[src/rtl/async_fifo_rtl_pkg.sv]
// Shared constants and types for the async FIFO read-side streamer.
package async_fifo_rtl_pkg;
  localparam int DEF_DATA_WIDTH = 8;
  localparam int DEF_CNT_WIDTH  = 16;
  localparam int SKID_DEPTH     = 3;

  typedef logic [1:0] skid_ptr_t;

  // Circular pointer increment that wraps at SKID_DEPTH-1 rather than at 3.
  function automatic skid_ptr_t ptr_inc(input skid_ptr_t p);
    return (p == skid_ptr_t'(SKID_DEPTH - 1)) ? '0 : p + 2'd1;
  endfunction
endpackage

[src/rtl/async_fifo_rd_streamer_if.sv]
// FIFO read port plus the downstream valid/ready stream, seen from the streamer.
interface async_fifo_rd_streamer_if #(
  parameter int DATA_WIDTH = async_fifo_rtl_pkg::DEF_DATA_WIDTH
);
  logic                  rinc;
  logic                  rempty;
  logic [DATA_WIDTH-1:0] rdata;
  logic                  out_valid;
  logic                  out_ready;
  logic [DATA_WIDTH-1:0] out_data;

  modport master (
    output rinc, input rempty, input rdata,
    output out_valid, input out_ready, output out_data
  );
  modport slave (
    input rinc, output rempty, output rdata,
    input out_valid, output out_ready, input out_data
  );
endinterface

[src/rtl/async_fifo_rd_streamer_skid_buf.sv]
// Three-entry circular skid buffer; head entry is presented combinationally.
module rd_skid_buf
  import async_fifo_rtl_pkg::*;
#(
  parameter int DATA_WIDTH = DEF_DATA_WIDTH
) (
  input  logic                  clk,
  input  logic                  rst_n,
  input  logic                  push,
  input  logic [DATA_WIDTH-1:0] push_data,
  input  logic                  pop,
  output logic [DATA_WIDTH-1:0] head_data,
  output logic [1:0]            occupancy
);
  logic [DATA_WIDTH-1:0] mem [SKID_DEPTH];
  skid_ptr_t             head;
  skid_ptr_t             tail;
  logic                  pop_ok;

  // Popping an empty buffer is ignored so the pointers can never desync.
  assign pop_ok    = pop && (occupancy != 2'd0);
  assign head_data = mem[head];

  always_ff @(posedge clk or negedge rst_n) begin
    if (!rst_n) begin
      for (int i = 0; i < SKID_DEPTH; i++) mem[i] <= '0;
      head      <= '0;
      tail      <= '0;
      occupancy <= '0;
    end else begin
      if (push) begin
        mem[tail] <= push_data;
        tail      <= ptr_inc(tail);
      end
      if (pop_ok) head <= ptr_inc(head);
      case ({push, pop_ok})
        2'b10:   occupancy <= occupancy + 2'd1;
        2'b01:   occupancy <= occupancy - 2'd1;
        default: occupancy <= occupancy;
      endcase
    end
  end
endmodule

[src/rtl/async_fifo_rd_streamer.sv]
// Read-domain adapter: credit-limited FIFO reads into a skid buffer, out as a stream.
module async_fifo_rd_streamer
  import async_fifo_rtl_pkg::*;
#(
  parameter int DATA_WIDTH = DEF_DATA_WIDTH,
  parameter int CNT_WIDTH  = DEF_CNT_WIDTH
) (
  input  logic                          rclk,
  input  logic                          rrst_n,
  input  logic                          rd_enable,
  input  logic                          clr_count,
  async_fifo_rd_streamer_if.master      io,
  output logic [CNT_WIDTH-1:0]          words_out,
  output logic [1:0]                    occupancy
);
  logic                  inflight;
  logic [2:0]            credit_used;
  logic                  pop;
  logic [DATA_WIDTH-1:0] head_data;

  // Occupancy plus the word already requested must leave room for one more.
  assign credit_used = {1'b0, occupancy} + {2'b00, inflight};
  assign io.rinc     = rrst_n && rd_enable && !io.rempty
                       && (credit_used < 3'(SKID_DEPTH));
  assign io.out_valid = (occupancy != 2'd0);
  assign io.out_data  = head_data;
  assign pop          = io.out_valid && io.out_ready;

  always_ff @(posedge rclk or negedge rrst_n) begin
    if (!rrst_n) inflight <= 1'b0;
    else         inflight <= io.rinc;
  end

  always_ff @(posedge rclk or negedge rrst_n) begin
    if (!rrst_n)        words_out <= '0;
    else if (clr_count) words_out <= '0;
    else if (pop)       words_out <= words_out + 1'b1;
  end

  rd_skid_buf #(.DATA_WIDTH(DATA_WIDTH)) u_skid (
    .clk       (rclk),
    .rst_n     (rrst_n),
    .push      (inflight),
    .push_data (io.rdata),
    .pop       (pop),
    .head_data (head_data),
    .occupancy (occupancy)
  );
endmodule

[src/flat_wrapper.sv]
// flat-port wrapper written by rule: the top's interface ports become plain ports
module async_fifo_rd_streamer_flat import async_fifo_rtl_pkg::*;
#(
  parameter int DATA_WIDTH = DEF_DATA_WIDTH,
  parameter int CNT_WIDTH  = DEF_CNT_WIDTH
)
  (rclk, rrst_n, rd_enable, clr_count, words_out, occupancy, io_rinc, io_rempty, io_rdata, io_out_valid, io_out_ready, io_out_data);
  async_fifo_rd_streamer_if #(.DATA_WIDTH(DATA_WIDTH)) io_i ();
  input  logic rclk;
  input  logic rrst_n;
  input  logic rd_enable;
  input  logic clr_count;
  output logic [CNT_WIDTH-1:0] words_out;
  output logic [1:0] occupancy;
  output wire logic [$bits(io_i.rinc)-1:0] io_rinc;
  input wire logic [$bits(io_i.rempty)-1:0] io_rempty;
  input wire logic [$bits(io_i.rdata)-1:0] io_rdata;
  output wire logic [$bits(io_i.out_valid)-1:0] io_out_valid;
  input wire logic [$bits(io_i.out_ready)-1:0] io_out_ready;
  output wire logic [$bits(io_i.out_data)-1:0] io_out_data;
  assign io_rinc = io_i.rinc;
  assign io_i.rempty = io_rempty;
  assign io_i.rdata = io_rdata;
  assign io_out_valid = io_i.out_valid;
  assign io_i.out_ready = io_out_ready;
  assign io_out_data = io_i.out_data;
  async_fifo_rd_streamer #(.DATA_WIDTH(DATA_WIDTH), .CNT_WIDTH(CNT_WIDTH)) u_core (.rclk(rclk), .rrst_n(rrst_n), .rd_enable(rd_enable), .clr_count(clr_count), .io(io_i), .words_out(words_out), .occupancy(occupancy));
endmodule
[config.mk]
export PLATFORM = sky130hd
export DESIGN_NAME = async_fifo_rd_streamer_flat
export DESIGN_NICKNAME = d
export VERILOG_FILES = /design/src/rtl/async_fifo_rtl_pkg.sv /design/src/rtl/async_fifo_rd_streamer_if.sv /design/src/rtl/async_fifo_rd_streamer_skid_buf.sv /design/src/rtl/async_fifo_rd_streamer.sv /design/src/flat_wrapper.sv
export SDC_FILE = /design/constraint.sdc
export NUM_CORES = 1
export LEC_CHECK = 0
export BUFFER_PORTS_ARGS = -buffer_cell sky130_fd_sc_hd__buf_2
export CAP_MARGIN = 10
export CORE_MARGIN = 2
export CORE_UTILIZATION = 40
export CTS_BUF_LIST = sky130_fd_sc_hd__clkbuf_8
export DETAILED_ROUTE_END_ITERATION = 10
export PLACE_DENSITY = 0.64
export REMOVE_ABC_BUFFERS = 1
export SYNTH_ARGS = -nofsm -noshare
export SYNTH_HDL_FRONTEND = slang
export SYNTH_HIERARCHICAL = 1
export SYNTH_SLANG_ARGS = --single-unit
export TNS_END_PERCENT = 20
[constraint.sdc]
create_clock -name rclk -period 1.9 [get_ports rclk]
set_input_delay 0.285 -clock rclk [delete_from_list [all_inputs] [get_ports rclk]]
set_output_delay 0.285 -clock rclk [all_outputs]
set_load 0.02 [all_outputs]
# Word level (Yosys, flattened, before mapping)
# Index checks and enable logic that the tools add are counted.
# word_totals
reg_bits	47
inputBits	14
output_inout_bits	28
wordCells	45
# op_classes
addsub	6
n_lt_le_gt_ge	4
eq_ne	4
mux	11
bitwise	2
reduce_logical	10
# op_table
operator	count
two-way mux 16 bit	2
bitwise mux 24 bit	1
two-way mux 8 bit	3
adder 16 x 1 -> 16 bit, second input constant	1
binary-select mux 8 bit (select 2 bit)	1
demux 8 bit (select 2 bit)	1
adder 2 x 1 -> 2 bit, second input constant	3
== test 2 bit, second input constant	3
>= comparator 3 bit, second input constant	2
logical AND 1 bit	6
inverter 2 -> 3 bit	2
nonzero test 2 bit	3
two-way mux 2 bit	2
case mux 2 bit (2 select lines)	1
adder 2 x 1 -> 3 bit	1
< comparator 3 x 1 -> 1 bit, second input constant	1
< comparator 3 x 2 -> 1 bit, second input constant	1
== test 2 x 1 -> 1 bit, second input constant	1
subtractor 2 x 1 -> 2 bit, second input constant	1
logical NOT 1 bit	1

# Depth between registers and ports, before layout
# logic_depth
ltp_word	6
ltp_mapped	7
ltp_nobuf	7

# Hierarchy
# Netlist, hierarchy kept.
# by_module_without_submodules
mod	instances	cells_each	area_per_inst_um2	seq_area_each_um2
rd_skid_buf	1	102	1315.0	750.7
async_fifo_rd_streamer	1	89	912.1	425.4

# Least setup slack after synthesis
# Ideal clock, no wire load.
# synth_path
kind	register -> output
from	register u_core.u_skid.occupancy[0]
to	output io_rinc
arrival_time_ns	2.277
required_ns	1.615
path_slack_ns	-0.662
path_stages_with_launch	4
n_path_buf	0
path_cell_list	dfrtp_1 > ha_1 > ha_1 > a2111oi_0
# synth_via
elab_chain_cells	3
# synth_lines
element	line	rtl
start, declared	async_fifo_rd_streamer_skid_buf.sv:13	output logic [1:0] occupancy
start signal, assigned	async_fifo_rd_streamer_skid_buf.sv:37	2'b10: occupancy <= occupancy + 2'd1;
start signal, assigned	async_fifo_rd_streamer_skid_buf.sv:38	2'b01: occupancy <= occupancy - 2'd1;
start signal, assigned	async_fifo_rd_streamer_skid_buf.sv:39	default: occupancy <= occupancy;
adder 2 x 1 -> 3 bit	async_fifo_rd_streamer.sv:22	assign credit_used = {1'b0, occupancy} + {2'b00, inflight};
< comparator 3 x 2 -> 1 bit	async_fifo_rd_streamer.sv:24	&& (credit_used < 3'(SKID_DEPTH));
logical AND 1 bit	async_fifo_rd_streamer.sv:24	
end, declared	flat_wrapper.sv:15	output wire logic [$bits(io_i.rinc)-1:0] io_rinc;
# No other way between the ends.

# Worst setup path in the final report
# Same ends and word-level chain as after synthesis.

==> results.json <==
{
  "status": "finished, violations left",
  "failed_checks": "negative setup slack",
  "cts_tree": "built",
  "syn_avg_cell_area_sq_um": 11.66,
  "htreeDepth": 2,
  "whs_ns": 0.1038,
  "r2r_cells": 7,
  "finalCriticalPeriod_ns": 1.901,
  "vdd_drop_max_uv": 494.4,
  "synth_top_area_frac": 0.5281,
  "drtIter0Drc": 84,
  "relSlewSlack": 0.6061,
  "final_cell_mix": "dfrtp_1 (47), buf_2 (40), mux2_2 (24)",
  "setup_violations": 1,
  "finalNetCount": 262,
  "seq_area_sq_um": 1176,
  "via_per_inst": 5.041,
  "drc": 0,
  "grt_pass1_vias": 1634,
  "final_cell_area_sq_um": 2704,
  "r2r_end": "u_core/u_skid/occupancy[1]$_DFFE_PN0P_",
  "fillers": 510,
  "ctsHoldBuffers": 0,
  "worstSetupPathType": "flop to output port",
  "total_leakage_power_nw": 1.254,
  "path_clk_slew_ns": 0.08,
  "arrival_ns": 1.62,
  "synth.largest_area_cell": "dfrtp_1",
  "areaGrowthSynthToFinish_pct": 21.40,
  "grt_pass1_wl_microns": 7679,
  "setup_ws_ns": -0.0007582,
  "rows": 27,
  "clk_latency_ns": 0.29,
  "multi_input_area_sq_um": 1033,
  "synth_area_leaders": "dfrtp_1 (53%), mux2_2 (12%), xnor2_1 (4.3%)",
  "drv_slew": 0,
  "p_per_area_nw_per_um2": 1321,
  "place_congestion": 0.6967,
  "overflow": 0,
  "placed_area_sq_um": 2572,
  "n_antenna_cell": 0,
  "layout_commonest_cell": "dfrtp_1",
  "synth_area_sq_um": 2227,
  "grt_usage": 0.1591,
  "io_pins": 42,
  "hp-class": "input pin to asynchronous set/reset pin",
  "chipHeight_microns": 78.62,
  "routedWlPerCell_microns": 13.76,
  "vias": 1593,
  "worst-slew-pin-transition_ns": 0.5908,
  "cp-start-kind": "flop",
  "critical_path.cell_chain": "ha_2 > ha_4 > a2111oi_4 > buf_4",
  "cp_data_required_time_ns": 1.62,
  "synthCells": 191,
  "ys_seq_elements": 47,
  "antenna_left": 0,
  "cpLargestDelayFamily": "adder cells",
  "finalSetupTns_ns": -0.0007582,
  "critical_path.max_stage_delay_ns": 0.40,
  "dieArea_sq_um": 6180,
  "yosysUniqueCellTypes": 35,
  "io_buffer_count": 41,
  "cts_inserted_buffers": 5,
  "initial_core_util": 0.4095,
  "cts-root-buf": "clkbuf_8",
  "routed_wl_microns": 4349,
  "dpl.hpwl_microns": 3059,
  "clock_sinks": 47,
  "grt_max_degree": 48,
  "cp_num_cells": 4,
  "coreArea_sq_um": 5439,
  "rsz0062_at_grt": "true",
  "drtPass1Iterations": 4,
  "max_freq_ghz": 0.5261,
  "die_w_microns": 78.62,
  "yosysWarnings": 6,
  "reg2reg_from": "u_core/u_skid/occupancy[1]$_DFFE_PN0P_",
  "crit_slowest_cell": "dfrtp_1",
  "antenna_found_initial": 0,
  "hold_violations": 0,
  "critical_path.max_fanout": 2,
  "drive_gt1_frac": 0.3975,
  "ff2ff_setup_slack_ns": 0.16,
  "maxCapViolations": 0,
  "p_total_w": 0.003572,
  "crit_buf_inv": 1,
  "cts_buffer_depth": 2,
  "ys_seq_area_frac": 0.5281,
  "fin_crit_sh": 1.000,
  "fin_skew_ns": 0.003958,
  "critPathCaptureType": "output port",
  "final_util": 0.4971
}
==> cells by family after synthesis <==
group	Yosys count	share of synthesized area
XOR/XNOR	14	0.05506
adder cells (fa/ha/maj)	4	0.02247
AO/OA/AOI/OAI	23	0.06629
flip-flops	47	0.5281
AND/OR/NAND/NOR	56	0.1365
buffers and inverters	13	0.02303
multiplexers	34	0.1685
==> worst max path at each step <==
| stage | start | endpoint | slack, ns |
|---|---|---|---|
| after CTS | u_core/u_skid/occupancy[0]$_DFFE_PN0P_ | io_rinc | 0.005 |
| after global placement | u_core/u_skid/occupancy[0]$_DFFE_PN0P_ | io_rinc | 0.09 |
| after detailed placement | u_core/u_skid/occupancy[0]$_DFFE_PN0P_ | io_rinc | 0.01 |
| after global routing | u_core/u_skid/occupancy[0]$_DFFE_PN0P_ | io_rinc | -0.05 |
| after floorplan | u_core/u_skid/occupancy[0]$_DFFE_PN0P_ | io_rinc | -0.66 |
| final | u_core/u_skid/occupancy[0]$_DFFE_PN0P_ | io_rinc | -0.0008 |
==> layout make-up <==
type	count	share of cell area
sequential	47	0.4350
clock buffer	6	0.03054
timing repair buffer	52	0.1074
inverter	7	0.009718
clock inverter	1	0.001851
multi-input combinational	131	0.3822
tap	72	0.03332
==> metal layers <==
metal  track usage  wire length, microns  vias to the layer above
met3       0.05057                   258                        6
met4       0.04561                    40                        0
li1              -                     -                      771
met5             0                     0                        -
met2        0.2607                  2041                       39
met1        0.2016                  2008                      777
==> stage by stage <==
step | std cells | setup slack (ns)
after floorplan | 185 | -0.6624
after global placement | 308 | 0.08656
after detailed placement | 308 | 0.01122
after CTS | 316 | 0.005381
after global routing | 316 | -0.05356
final | 316 | -0.0007582
==> sequential cells by signal (all words and copies together), names as in the netlist <==
register,count
u_core/inflight,1
u_core/u_skid/head,2
u_core/u_skid/mem,24
u_core/u_skid/occupancy,2
u_core/u_skid/tail,2
u_core/words_out,16
==> Yosys cell counts, drive strengths merged <==
cell type	n
o21a	1
inv	7
or2	1
xor2	3
nor2	15
buf	3
xnor2	11
nand4	3
nand2	14
nor3	7
ha	4
or3	3
a21oi	3
o211ai	1
dfrtp	47
o21ai	13
nand2b	1
mux2	25
a21o	3
mux2i	9
nand3	6
clkbuf	3
nor4	4
nor2b	2
a2111oi	1
o2111ai	1
==> timing repair <==
item / in CTS / in global routing
resized for setup: 6 / 0
pin swaps: 1 / 0
endpoints found under the setup margin: 1 / 1
buffers inserted: 1 / 0
==> worst register-to-register path, stage by stage, from the launching register on <==
cell     delay, ns
dfrtp_1       0.42
buf_4         0.18
o21a_1        0.25
o21ai_0       0.13
inv_1         0.07
ha_1          0.30
nor2_1        0.13
xor2_1        0.17
==> power by group <==
| part | total, W | switching [W] | internal, W |
|---|---|---|---|
| logic | 0.00144 | 0.000757 | 0.000687 |
| registers | 0.00153 | 0.000190 | 0.00134 |
| clock network | 0.000602 | 0.000316 | 0.000286 |
(Power assumes the default switching activity.)
